File: config.mk
export PLATFORM = sky130hd
export DESIGN_NAME = hebb_trainer
export DESIGN_NICKNAME = d
export VERILOG_FILES = /design/src/rtl/neuro_pkg.sv /design/src/rtl/hebb_sat_add.sv /design/src/rtl/hebb_trainer.sv
export SDC_FILE = /design/constraint.sdc
export NUM_CORES = 1
export LEC_CHECK = 0
export ABC_CLOCK_PERIOD_IN_PS = 4220
export CAP_MARGIN = 20
export CORE_MARGIN = 2
export CORE_UTILIZATION = 59
export CTS_BUF_LIST = sky130_fd_sc_hd__clkbuf_4
export CTS_CLUSTER_SIZE = 28
export DETAILED_ROUTE_END_ITERATION = 16
export PLACE_DENSITY_LB_ADDON = 0.25
export SYNTH_ARGS = -nofsm -noshare
export SYNTH_HDL_FRONTEND = slang
export SYNTH_SLANG_ARGS = --single-unit
export TNS_END_PERCENT = 5
File: constraint.sdc
create_clock -name clk -period 4.22 [get_ports clk]
set_input_delay 0.422 -clock clk [delete_from_list [all_inputs] [get_ports clk]]
set_output_delay 0.422 -clock clk [all_outputs]
set_load 0.02 [all_outputs]
File: src/rtl/neuro_pkg.sv
// Shared constants and types for the Hebbian weight store: sizes, weight range,
// trainer state encoding and the reference letter patterns (bit index = row*5+col).
package neuro_pkg;

   localparam int N    = 25;
   localparam int NW   = 625;
   localparam int WW   = 4;
   localparam int AW   = 10;
   localparam int WMIN = -8;
   localparam int WMAX = 7;

   typedef enum logic [1:0] {
      S_IDLE,
      S_CLEAR,
      S_LEARN,
      S_DRAIN
   } state_t;

   localparam logic [N-1:0] PAT_D = 25'b01110_10010_10010_10010_01111;
   localparam logic [N-1:0] PAT_C = 25'b11110_00001_00001_00001_11110;
   localparam logic [N-1:0] PAT_J = 25'b00111_01001_01000_01000_11100;
   localparam logic [N-1:0] PAT_M = 25'b10001_10001_10101_11011_10001;

endpackage

File: src/rtl/hebb_sat_add.sv
// Adds +1 (agree) or -1 (disagree) to a signed weight and clamps the result
// to the representable weight range.
module hebb_sat_add
   import neuro_pkg::*;
(
   input  logic signed [WW-1:0] w,
   input  logic                 agree,
   output logic signed [WW-1:0] q
);

   logic [WW:0] step;
   logic [WW:0] sum;

   always_comb begin
      step = '1;
      if (agree) step = (WW+1)'(1);
      sum = {w[WW-1], w} + step;
      // top two bits disagree only when the one-bit-wider sum left the range
      if (sum[WW] != sum[WW-1]) begin
         q = sum[WW] ? {1'b1, {(WW-1){1'b0}}} : {1'b0, {(WW-1){1'b1}}};
      end else begin
         q = sum[WW-1:0];
      end
   end

endmodule

File: src/rtl/hebb_trainer.sv
// Hebbian learning engine: clears or read-modify-writes all N*N weights of the
// external synchronous weight RAM, one address per cycle.
module hebb_trainer #(
   parameter int N         = 25,
   parameter int WW        = 4,
   parameter bit ZERO_DIAG = 1'b0
) (
   input  logic                 clk,
   input  logic                 rst,
   input  logic                 clear_req,
   input  logic                 pat_valid,
   output logic                 pat_ready,
   input  logic [N-1:0]         pat,
   output logic                 w_re,
   output logic [9:0]           w_raddr,
   input  logic signed [WW-1:0] w_rdata,
   output logic                 w_we,
   output logic [9:0]           w_waddr,
   output logic signed [WW-1:0] w_wdata,
   output logic                 busy,
   output logic                 done,
   output logic [7:0]           n_learned
);

   localparam int AW = neuro_pkg::AW;
   localparam int NW = neuro_pkg::NW;

   neuro_pkg::state_t state_q, state_d;

   logic [AW-1:0]        cnt;
   logic [AW-1:0]        wr_addr;
   logic [4:0]           k, m;
   logic [N-1:0]         p_reg;
   logic                 wr_v;
   logic                 agr_q;
   logic                 diag_q;
   logic                 last;
   logic signed [WW-1:0] sat_q;
   logic signed [WW-1:0] wdat;

   hebb_sat_add u_sat (
      .w     (w_rdata),
      .agree (agr_q),
      .q     (sat_q)
   );

   always_comb begin
      state_d   = state_q;
      pat_ready = 1'b0;
      busy      = 1'b1;
      done      = 1'b0;
      w_re      = 1'b0;
      w_we      = 1'b0;
      w_raddr   = cnt;
      w_waddr   = wr_addr;
      w_wdata   = '0;
      last      = (cnt == AW'(NW-1));
      wdat      = (ZERO_DIAG && diag_q) ? '0 : sat_q;
      unique case (state_q)
         neuro_pkg::S_IDLE: begin
            busy      = 1'b0;
            pat_ready = !clear_req;
            if (clear_req)      state_d = neuro_pkg::S_CLEAR;
            else if (pat_valid) state_d = neuro_pkg::S_LEARN;
         end
         neuro_pkg::S_CLEAR: begin
            w_we    = 1'b1;
            w_waddr = cnt;
            if (last) state_d = neuro_pkg::S_DRAIN;
         end
         neuro_pkg::S_LEARN: begin
            w_re    = 1'b1;
            w_we    = wr_v;
            w_wdata = wdat;
            if (last) state_d = neuro_pkg::S_DRAIN;
         end
         neuro_pkg::S_DRAIN: begin
            // done coincides with the trailing write of a learn pass
            done    = 1'b1;
            w_we    = wr_v;
            w_wdata = wdat;
            state_d = neuro_pkg::S_IDLE;
         end
         default: state_d = neuro_pkg::S_IDLE;
      endcase
   end

   always_ff @(posedge clk or negedge rst) begin
      if (!rst) begin
         state_q   <= neuro_pkg::S_IDLE;
         cnt       <= '0;
         wr_addr   <= '0;
         k         <= '0;
         m         <= '0;
         p_reg     <= '0;
         wr_v      <= 1'b0;
         agr_q     <= 1'b0;
         diag_q    <= 1'b0;
         n_learned <= '0;
      end else begin
         state_q <= state_d;
         unique case (state_q)
            neuro_pkg::S_IDLE: begin
               cnt  <= '0;
               k    <= '0;
               m    <= '0;
               wr_v <= 1'b0;
               if (!clear_req && pat_valid) p_reg <= pat;
            end
            neuro_pkg::S_CLEAR: begin
               cnt <= cnt + AW'(1);
               if (last) n_learned <= '0;
            end
            neuro_pkg::S_LEARN: begin
               wr_v    <= 1'b1;
               wr_addr <= cnt;
               agr_q   <= (p_reg[k] == p_reg[m]);
               diag_q  <= (k == m);
               cnt     <= cnt + AW'(1);
               if (m == 5'(N-1)) begin
                  m <= '0;
                  k <= k + 5'd1;
               end else begin
                  m <= m + 5'd1;
               end
               if (last && n_learned != 8'hFF) n_learned <= n_learned + 8'd1;
            end
            neuro_pkg::S_DRAIN: begin
               wr_v <= 1'b0;
               cnt  <= '0;
            end
            default: ;
         endcase
      end
   end

endmodule

==> results of run 1 <==
report_power, final:
group,internal (W),switching [W],leakage [nW]
logic,0.0000705,0.0000613,1.18
clock network,0.000172,0.000224,0.0629
registers,0.000652,0.00000695,0.871
total,0.000894,0.000293,2.11
area by class of cell:
class / instances / area (sq um) / share of cell area
clock buffers: 9 / 67.6 / 0.0145
clock inverters: 6 / 57.6 / 0.0123
inverters: 11 / 41.3 / 0.00884
multi-input cells: 236 / 2030 / 0.435
flip-flops and latches: 67 / 1680 / 0.359
well taps: 77 / 96.3 / 0.0206
repair buffers: 71 / 701 / 0.150
Yosys cell counts (10+ instances only):
cell type	instances	share of area
mux2_2	47	0.14
a22o_1	17	0.039
dfrtp_1	67	0.44
nand2_1	21	0.021
inv_1	11	0.011
ha_1	14	0.046
nand3_1	12	0.016
o21ai_0	14	0.018
nor2_1	15	0.015
nor3_1	10	0.013
clkbuf_1	12	0.012
logic make-up (layout without fill, tap and decap cells):
kind of cell | Yosys count | count (layout) | synth area share
buffers and inverters | 28 | 97 | 0.0330
adders and majority gates | 15 | 15 | 0.0509
xor gates and xnor gates | 10 | 10 | 0.0228
muxes | 67 | 67 | 0.235
DFF | 67 | 67 | 0.437
AOI/OAI and AO/OA | 56 | 56 | 0.102
and+or+nand+nor | 88 | 88 | 0.118
per-layer routing:
metal | part of all wire | global-route usage | vias up | wire, microns
met5 | 0 | 0 | - | 0
met4 | 0.010 | 0.0895 | 0 | 82
met3 | 0.040 | 0.0354 | 9 | 314
met2 | 0.50 | 0.375 | 69 | 3950
met1 | 0.45 | 0.312 | 1419 | 3510
li1 | - | - | 1350 | -
path summary, 6_finish.rpt:
check | from | to | slack, ns | depth (start not counted)
max | agr_q$_DFFE_PN0P_ | w_wdata[0] | 1.0 | 8
min | rst | n_learned[7]$_DFFE_PN0P_ | 0.06 | 1
max reg2reg | state_q[1]$_DFFE_PN0P_ | p_reg[21]$_DFFE_PN0P_ | 1.56 | 6
min reg2reg | wr_addr[8]$_DFFE_PN0P_ | wr_addr[8]$_DFFE_PN0P_ | 0.52 | 1
max in group asynchronous | rst | p_reg[7]$_DFFE_PN0P_ | 3.23 | 2
min in group clk | wr_addr[8]$_DFFE_PN0P_ | wr_addr[8]$_DFFE_PN0P_ | 0.52 | 1
through the flow:
stage	worst slack (ns)	hold WS [ns]	util
4_1_cts	0.977	0.0782	0.740
2_1_floorplan	1.92	0.126	-
3_3_place_gp	1.14	0.485	0.720
3_5_place_dp	1.03	0.496	0.720
6_report	0.999	0.0620	0.740
5_1_grt	0.791	0.116	0.740
critical path: cells and delay by family, from the launching register on:
family | cells | cell delay, ns
DFF | 1 | 0.38
and+or+nand+nor | 1 | 0.11
adders and majority gates | 1 | 0.26
AOI/OAI and AO/OA | 4 | 0.88
buffers and inverters | 2 | 0.77
==> impl_results.md, run 1 <==
- Status: complete, no violations
- Critical path's largest stage delay: a little over 0.6 ns
- Layout cells sized above 1: 0.178
- Gpl congestion: roughly 0.88
- CP cell instances: inv_1 > ha_1 > a21oi_1 > a31oi_1 > o21ai_0 > a21oi_1 > nor2_1 > clkdlybuf4s50_1
- IO Pins: 70
- CTS buffer count: 9
- Die W: between 80 and 90 microns
- WS Path Type: reg2out
- Leak pwr: ~2.1 nW
- DRC: 0
- Clk sinks: 67
- Layout overhead on the synthesized area: 21.8%
- Setup TNS: 0 ns
- Port bufs: 69
- Die Height: 84.6 microns
- Min Tclk post-route: between 3 and 4 ns
- Power per cell area: 254 mW/mm^2
- Post-Synthesis Net Count: 379
- WL per Instance: 16.5 microns
- Critical-path top delay cell: clkdlybuf4s50_1
- H-tree Lvls: 3
- Die area: between 0.007 and 0.008 sq mm
- Required @ worst endpoint: around 3.8 ns
- Final setup skew: 0.0136 ns
- Syn Inst Count: ~330
- Yosys cell types: 42
- Routed Antenna Nets: 0
- FF+latch count, synth: between 60 and 70
- Max clock buf depth: 2
- Worst-path clk slew: about 0.11 ns
- Number of synthesized flops with an enable pin: 0
- Ant. Diodes: 0
- Pin count of the biggest net entering global routing: 35
- Number of global-route vias before repair: ~2800
- Slew headroom: 0.321
- CP arrival: 2.80 ns
- Final setup fails: 0
- Most frequent cells in the layout: clkdlybuf4s50_1, dfrtp_1, mux2_2
- Fill count: around 450
- Post-CTS Hold Fix Bufs: 0
- Initial Util: 0.607
- DP Wirelength: about 5600 microns
- Nets: around 440
- Cell mode on critical path: a21oi_1
- Max reg flops: 25
- Area of the mapped netlist: roughly 0.0038 sq mm
- Via-per-instance ratio: 5.97
- Root Driver: clkbuf_4
- Core area: about 0.0063 sq mm
- Drt total wl: a little under 8000 microns
- Hold crit path type: in2async
- Asr flop ratio synth: 1.00
- Clock Latency Late Sink: ~0.41 ns
- RSZ-0062 raised after global routing: no
- Fin. max-slew vios: 0
- Initial antenna violation count: 0
- Peak Freq: roughly 310 MHz
- Area after DPL: 0.00455 sq mm
- Row count: 29
- Tot Pwr: between 0.001 and 0.0015 W
- Crit. End Element: output pin
- Grt total ovfl: 0
- Resize count post-CTS: 0
- Cell area after layout: around 0.0047 sq mm
- Period utilization: 0.763
- MaxCap Viol Count: 0
- First-pass GRT wire length: between 10000 and 15000 microns
- Seq/Total Area, Yosys: 0.437
- Most common cell after layout, fill and taps aside: clkdlybuf4s50_1
- Cell count after placement: roughly 460
- Synth warn: 0
- Crit path max fanout: 5
- Routed via count: approximately 2800
- Syn Area/Cell: 11.6 sq um
- Detailed Route Iter0 Violations: about 150
- TritonRoute pass-1 iters: 4
- Total GRT Usage: 0.230
- Most used DFF post-synth: dfrtp_1
- Peak supply drop: approximately 190 uV
- CTS tree: done
- Layout Cells excl Fill: between 400 and 500
- Worst slew pin tran: roughly 1 ns
- Startpoint class of the critical path: flip-flop
- Post CTS Setup Buffer Count: 0
- Final hold vios: 0
No activity file was read; power rests on OpenSTA's default activity.
==> run 2, diff against run 1 <==
--- a/config.mk
+++ b/config.mk
@@ -5,10 +5,10 @@
 export SDC_FILE = /design/constraint.sdc
 export NUM_CORES = 1
 export LEC_CHECK = 0
-export ABC_CLOCK_PERIOD_IN_PS = 4220
+export ABC_CLOCK_PERIOD_IN_PS = 2650
 export CAP_MARGIN = 20
 export CORE_MARGIN = 2
-export CORE_UTILIZATION = 59
+export CORE_UTILIZATION = 49
 export CTS_BUF_LIST = sky130_fd_sc_hd__clkbuf_4
 export CTS_CLUSTER_SIZE = 28
 export DETAILED_ROUTE_END_ITERATION = 16
==> constraint.sdc (replaced) <==
create_clock -name clk -period 2.65 [get_ports clk]
set_input_delay 0.265 -clock clk [delete_from_list [all_inputs] [get_ports clk]]
set_output_delay 0.265 -clock clk [all_outputs]
set_load 0.02 [all_outputs]
==> run 2 against run 1 <==
Combinational power up 55%. First-iteration DRC count up 3.9%. Final cell count grew 6.9%. Wire length is 0.47% higher. Clock power increased by 45%. Clock skew grew 0.0057 ns. Largest cell class unchanged. Register-to-register slack got worse by 1.2 ns. Critical path depth decreased by 4. Worst hold slack lost 0.052 ns. Sequential power rose by 60%. Critical endpoint is now w_waddr[0].
==> impl_results.md, run 2 (same netlist as run 1, synthesis figures left out) <==
- Status: complete, no violations
- Max clock buf depth: 2 (unchanged)
- Clk sinks: 67 (unchanged)
- Routed via count: 2883 (+1.3%)
- Hold crit path type: in2async
- Most frequent cells in the layout: dfrtp_1, clkdlybuf4s50_1, mux2_2
- Switching Share: 0.260 (+0.0138)
- Worst slew pin tran: 0.837 ns (-0.179 ns)
- Met3 GRT Util: 0.0309 (-0.00448)
- Layout cells sized above 1: 0.213 (+0.0357)
- Grt total ovfl: 0 (unchanged)
- Busiest metal layer after global routing: met2
- CTS tree: done
- Gpl congestion: 0.798 (-9.3%)
- Routed Antenna Nets: 0 (unchanged)
- Resize count post-CTS: 8 (+8)
- Nets: 451 (+1.6%)
- P_sw: 0.000476 W (+63%)
- Slew headroom: 0.442 (+0.121)
- Leak pwr: 2.15 nW (+1.5%)
- Layout Cells excl Fill: 510 (+6.9%)
- Peak supply drop: 315 uV (+63%)
- Crit. End Element: output pin
- Post-place setup slack: -0.217 ns (-1.24 ns)
- Bufs and invs on worst path: 2 (unchanged)
- Critical-path top delay cell: clkdlybuf4s50_1
- Most common cell after layout, fill and taps aside: dfrtp_1
- Core area: 0.00765 sq mm (+21%)
- Worst-path clk slew: 0.12 ns (about the same)
- Period utilization: 0.961
- Power per cell area: 386 mW/mm^2 (+52%)
- Min Tclk post-route: between 2 and 3 ns
- CTS buffer count: 9 (unchanged)
- TritonRoute pass-1 iters: 4 (unchanged)
- Detailed Route Iter0 Violations: 158 (+3.9%)
- Total GRT Usage: 0.194 (-0.0354)
- Number of global-route vias before repair: 2747 (-2.2%)
- Post-CTS Hold Fix Bufs: 0 (unchanged)
- Share of power burned in registers: 0.574 (+0.019)
- Required @ worst endpoint: 2.38 ns (-1.42 ns)
- Final hold vios: 0 (unchanged)
- Initial Util: 0.501 (-0.106)
- Reg2reg path depth: 7 (+1)
- Fin. max-slew vios: 0 (unchanged)
- Share of total power in combinational logic: 0.111 (about the same)
- GRT met2 Usage: 0.291 (-0.0843)
- Final setup margin: 0.103 ns (-0.896 ns)
- Pin count of the biggest net entering global routing: 68 (+94%)
- Port bufs: 69 (unchanged)
- R2R Path End: n_learned[3]$_DFFE_PN0P_
- IO Pins: 70 (unchanged)
- Ant. Diodes: 0 (unchanged)
- Cell count after placement: 494 (+6.9%)
- Final setup fails: 0 (unchanged)
- First-pass GRT wire length: 13200 microns (about the same)
- CP cell instances: inv_1 > ha_2 > mux2_2 > clkdlybuf4s50_1
- H-tree Lvls: 3 (unchanged)
- Startpoint class of the critical path: flip-flop
- Critical path's largest stage delay: 0.55 ns (-0.07 ns)
- Clock power share: 0.315 (-0.019)
- Drt total wl: 7900 microns (+0.47%)
- WL per Instance: 15.5 microns (-6.0%)
- Root Driver: clkbuf_4
- Final setup skew: 0.0194 ns (+0.00574 ns)
- Row count: 32 (+10%)
- Peak Freq: around 390 MHz
- R2R setup slack: 0.37 ns (-1.19 ns)
- Die W: 92.5 microns (+9.3%)
- WS Path Type: reg2out
- Crit path max fanout: 11 (+6)
- GR Util met1: 0.281 (-0.0305)
- Layout overhead on the synthesized area: 23.6%
- DP Wirelength: 5490 microns (-2.6%)
- Clock Latency Late Sink: 0.40 ns (about the same)
- DRC: 0 (unchanged)
- Max reg flops: 25 (unchanged)
- RSZ-0062 raised after global routing: yes
- Via-per-instance ratio: 5.65 (-5.3%)
- CP arrival: 2.28 ns (-0.52 ns)
- Die Height: 92.5 microns (+9.3%)
- Worst path top cell family by delay: buffers and inverters
- MaxCap Viol Count: 0 (unchanged)
- Pint: 0.00135 W (+51%)
- Die area: 0.00855 sq mm (+19%)
- R2R Path Start: n_learned[0]$_DFFE_PN0P_
- Post CTS Setup Buffer Count: 0 (unchanged)
- Initial antenna violation count: 0 (unchanged)
==> run 2: worst max path at each step <==
stage | from | end | depth (start not counted)
finish | state_q[1]$_DFFE_PN0P_ | w_waddr[0] | 4
global route | state_q[1]$_DFFE_PN0P_ | w_waddr[0] | 4
CTS | agr_q$_DFFE_PN0P_ | w_wdata[1] | 10
detailed placement | w_rdata[1] | w_wdata[1] | 9
global placement | w_rdata[1] | w_wdata[3] | 7
floorplan | state_q[1]$_DFFE_PN0P_ | p_reg[10]$_DFFE_PN0P_ | 7
==> run 2: cell type report <==
| class | instances | area (sq um) |
|---|---|---|
| clock buffer | 11 | 82.6 |
| fill | 615 | 2910 |
| timing repair buffer | 78 | 737 |
| sequential | 67 | 1680 |
| inverter | 11 | 41.3 |
| tap | 102 | 128 |
| multi-input combinational | 236 | 2040 |
| clock inverter | 5 | 30.0 |
==> run 2: metrics by stage <==
stage	setup TNS, ns	util	hold slack [ns]	cell area (sq um)	power, W
floorplan	0	-	-0.0306	3830	0.00116
global placement	-0.361	0.606	0.485	4630	0.00128
detailed placement	-0.792	0.606	0.493	4630	0.00129
CTS	-0.0328	0.621	0.0657	4750	0.00185
global route	-0.00106	0.620	0.114	4740	0.00191
finish	0	0.620	0.00974	4740	0.00183
==> run 2: routing by layer <==
layer  routed length (microns)  up-vias
met5                         0        -
met4                       140        0
met3                       353       11
met2                      3650       73
met1                      3750     1427
li1                          -     1372
==> run 2: power by group through the flow <==
stage | Clock, W | Combinational (W) | Sequential [W]
2_1_floorplan | 0 | 0.0000980 | 0.00106
3_3_place_gp | 0 | 0.000209 | 0.00107
3_5_place_dp | 0 | 0.000217 | 0.00107
4_1_cts | 0.000592 | 0.000210 | 0.00105
5_1_grt | 0.000636 | 0.000227 | 0.00105
6_report | 0.000576 | 0.000204 | 0.00105
==> run 3, diff against run 2 <==
--- a/config.mk
+++ b/config.mk
@@ -5,7 +5,7 @@
 export SDC_FILE = /design/constraint.sdc
 export NUM_CORES = 1
 export LEC_CHECK = 0
-export ABC_CLOCK_PERIOD_IN_PS = 2650
+export ABC_CLOCK_PERIOD_IN_PS = 2300
 export CAP_MARGIN = 20
 export CORE_MARGIN = 2
 export CORE_UTILIZATION = 49
==> constraint.sdc (replaced) <==
create_clock -name clk -period 2.3 [get_ports clk]
set_input_delay 0.23 -clock clk [delete_from_list [all_inputs] [get_ports clk]]
set_output_delay 0.23 -clock clk [all_outputs]
set_load 0.02 [all_outputs]
==> run 3 against run 2 <==
The flow now finishes with violations (setup timing). Final area rose by 2.5%. Combinational power up 38%. First-iteration DRC count rose by 6.3%. Register-to-register slack got worse by 0.17 ns. Clock skew rose by 0.0012 ns. Clock power up 9.7%. Worst hold slack improved by 0.32 ns. Global-route usage up 0.32 points. Sequential share of layout area decreased by 0.83 points. Final cell count rose by 1.2%. Critical endpoint is now w_wdata[0]. Largest cell class unchanged.
==> impl_results.md, run 3 (same netlist as run 1, synthesis figures left out) <==
- Max clock buf depth: 2 (unchanged)
- Total GRT Usage: 0.198 (+0.00318)
- Status: complete, but fails checks
- Worst slew pin tran: 0.426 ns (-0.412 ns)
- Die W: 92.5 microns (unchanged)
- Root Driver: clkbuf_4
- Post-place setup slack: -0.498 ns (-0.281 ns)
- Routed via count: 2914 (+1.1%)
- WS Path Type: reg2out
- Final setup fails: 3 (+3)
- Drt total wl: 8210 microns (+4.0%)
- Switching Share: 0.258 (-0.00272)
- Most common cell after layout, fill and taps aside: dfrtp_1
- Via-per-instance ratio: 5.65 (-0.10%)
- Slew headroom: 0.716 (+0.274)
- Violations in the final reports: setup timing
- Gpl congestion: 0.813 (+2.0%)
- Row count: 32 (unchanged)
- Hold_ws: 0.334 ns (+0.325 ns)
- Hold crit path type: in2async
- Peak supply drop: 252 uV (-20%)
- Final setup skew: 0.0206 ns (+0.00125 ns)
- Layout Cells excl Fill: 516 (+1.2%)
- Final setup margin: -0.170 ns (-0.273 ns)
- Critical path's largest stage delay: 0.38 ns (-0.17 ns)
- Pint: 0.00158 W (+16%)
- IO Pins: 70 (unchanged)
- Power per cell area: 437 mW/mm^2 (+13%)
- Die Height: 92.5 microns (unchanged)
- Initial Util: 0.501 (unchanged)
- Tot Pwr: 0.00212 W (+16%)
- First-pass GRT wire length: 13500 microns (+2.3%)
- WL per Instance: 15.9 microns (+2.8%)
- CP arrival: 2.24 ns (-0.04 ns)
- Clk sinks: 67 (unchanged)
- Leak pwr: 2.23 nW (+4.0%)
- Period utilization: 1.07
- P_sw: 0.000547 W (+15%)
- Number of global-route vias before repair: 2890 (+5.2%)
- Worst-path clk slew: 0.12 ns (about the same)
- CTS tree: done
- Initial antenna violation count: 0 (unchanged)
- Critical-path top delay cell: dfrtp_1
- RSZ-0062 raised after global routing: yes
- Crit. End Element: output pin
- Layout cells sized above 1: 0.249 (+0.0356)
- Clock power share: 0.298 (-0.017)
- Most frequent cells in the layout: dfrtp_1, clkdlybuf4s50_1, mux2_2
- Ant. Diodes: 0 (unchanged)
- Max reg flops: 25 (unchanged)
- Grt total ovfl: 0 (unchanged)
- Detailed Route Iter0 Violations: 168 (+6.3%)
- Peak Freq: between 400 and 500 MHz
- Routed Antenna Nets: 0 (unchanged)
- DRC: 0 (unchanged)
- H-tree Lvls: 3 (unchanged)
- Final hold vios: 0 (unchanged)
- Fill count: 635 (+3.3%)
- Die area: 0.00855 sq mm (unchanged)
- Min Tclk post-route: about 2.5 ns
- Fin. max-slew vios: 0 (unchanged)
- Clock Latency Late Sink: 0.40 ns (about the same)
- MaxCap Viol Count: 0 (unchanged)
- TritonRoute pass-1 iters: 4 (unchanged)
- Cell count after placement: 500 (+1.2%)
- CTS buffer count: 9 (unchanged)
- Pin count of the biggest net entering global routing: 68 (unchanged)
- Port bufs: 69 (unchanged)
- Share of total power in combinational logic: 0.133 (+0.022)
- Crit path max fanout: 5 (-6)
- Core area: 0.00765 sq mm (unchanged)
- DP Wirelength: 5700 microns (+3.9%)
- Startpoint class of the critical path: flip-flop
- CP cell instances: inv_2 > ha_4 > a21oi_4 > o21a_1 > a41oi_2 > o22a_1 > a21oi_2 > nor2_1 > buf_2
- Layout overhead on the synthesized area: 26.6%
- Nets: 458 (+1.6%)
- Share of power burned in registers: 0.570 (-0.004)
- Required @ worst endpoint: 2.07 ns (-0.31 ns)
-- run 3: cell count changes in the layout (fill, tap and decap cells not counted), moves of 2 or more --
| cell | change |
|---|---|
| clkbuf_2 | -2 |
| dlygate4sd2_1 | +11 |
| buf_6 | +3 |
| o21ai_2 | +2 |
| a21oi_2 | +3 |
| o21ai_0 | -3 |
| buf_4 | +4 |
| a21oi_1 | -4 |
| clkdlybuf4s50_1 | -12 |
-- run 3: layout make-up --
| type | count | area [sq um] | share of cell area |
|---|---|---|---|
| clock buffer | 11 | 82.6 | 0.0170 |
| clock inverter | 4 | 18.8 | 0.00386 |
| inverter | 11 | 41.3 | 0.00850 |
| multi-input combinational | 236 | 2110 | 0.434 |
| sequential | 67 | 1680 | 0.346 |
| tap | 102 | 128 | 0.0263 |
| timing repair buffer | 85 | 802 | 0.165 |
-- run 3: what timing repair did --
action	4_1_cts	5_1_grt
hold endpoints to repair	67	0
gates resized for setup	33	20
setup endpoints to repair	16	15
pin swaps	0	6
hold buffers	1	0
buffers inserted	0	1
-- run 3: worst paths after layout --
kind                                   startpoint                endpoint  slack, ns  cells past startpoint
setup / recovery                agr_q$_DFFE_PN0P_              w_wdata[0]      -0.17                      9
hold / removal                                rst   p_reg[18]$_DFFE_PN0P_       0.33                      3
setup reg to reg                 m[0]$_DFFE_PN0P_       agr_q$_DFFE_PN0P_       0.20                      7
hold reg to reg            wr_addr[0]$_DFFE_PN0P_  wr_addr[0]$_DFFE_PN0P_       0.51                      1
max in group asynchronous                     rst  state_q[1]$_DFFE_PN0P_       1.61                      3
min in group clk                          pat[18]   p_reg[18]$_DFFE_PN0P_       0.43                      2
-- run 3: metrics by stage --
stage	util	instance area [sq um]	TNS (ns)
after global routing	0.635	4860	-0.906
final	0.635	4860	-0.445
after detailed placement	0.613	4690	-1.92
after CTS	0.626	4790	-0.562
after global placement	0.613	4690	-1.48
after floorplan	-	3830	0
-- run 3: worst max-delay path, delay by kind of cell, from the launching register on --
kind	cells	cell delay [ns]
adder cells (fa/ha/maj)	1	0.22
AND/OR/NAND/NOR	1	0.05
flip-flops	1	0.38
AO/OA/AOI/OAI	5	0.91
buffers and inverters	2	0.28
-- run 3: power groups by stage --
| stage | Combinational [W] | Clock [W] | Sequential [W] |
|---|---|---|---|
| final | 0.000281 | 0.000632 | 0.00121 |
| after global routing | 0.000309 | 0.000695 | 0.00121 |
| after CTS | 0.000255 | 0.000656 | 0.00121 |
| after detailed placement | 0.000256 | 0 | 0.00123 |
| after global placement | 0.000248 | 0 | 0.00123 |
| after floorplan | 0.000113 | 0 | 0.00123 |
-- run 3: routing by layer --
| metal | GRT usage | vias to the layer above | routed length, microns |
|---|---|---|---|
| li1 | - | 1383 | - |
| met1 | 0.274 | 1463 | 3760 |
| met2 | 0.310 | 58 | 4020 |
| met3 | 0.0358 | 10 | 299 |
| met4 | 0.0759 | 0 | 124 |
| met5 | 0 | - | 0 |
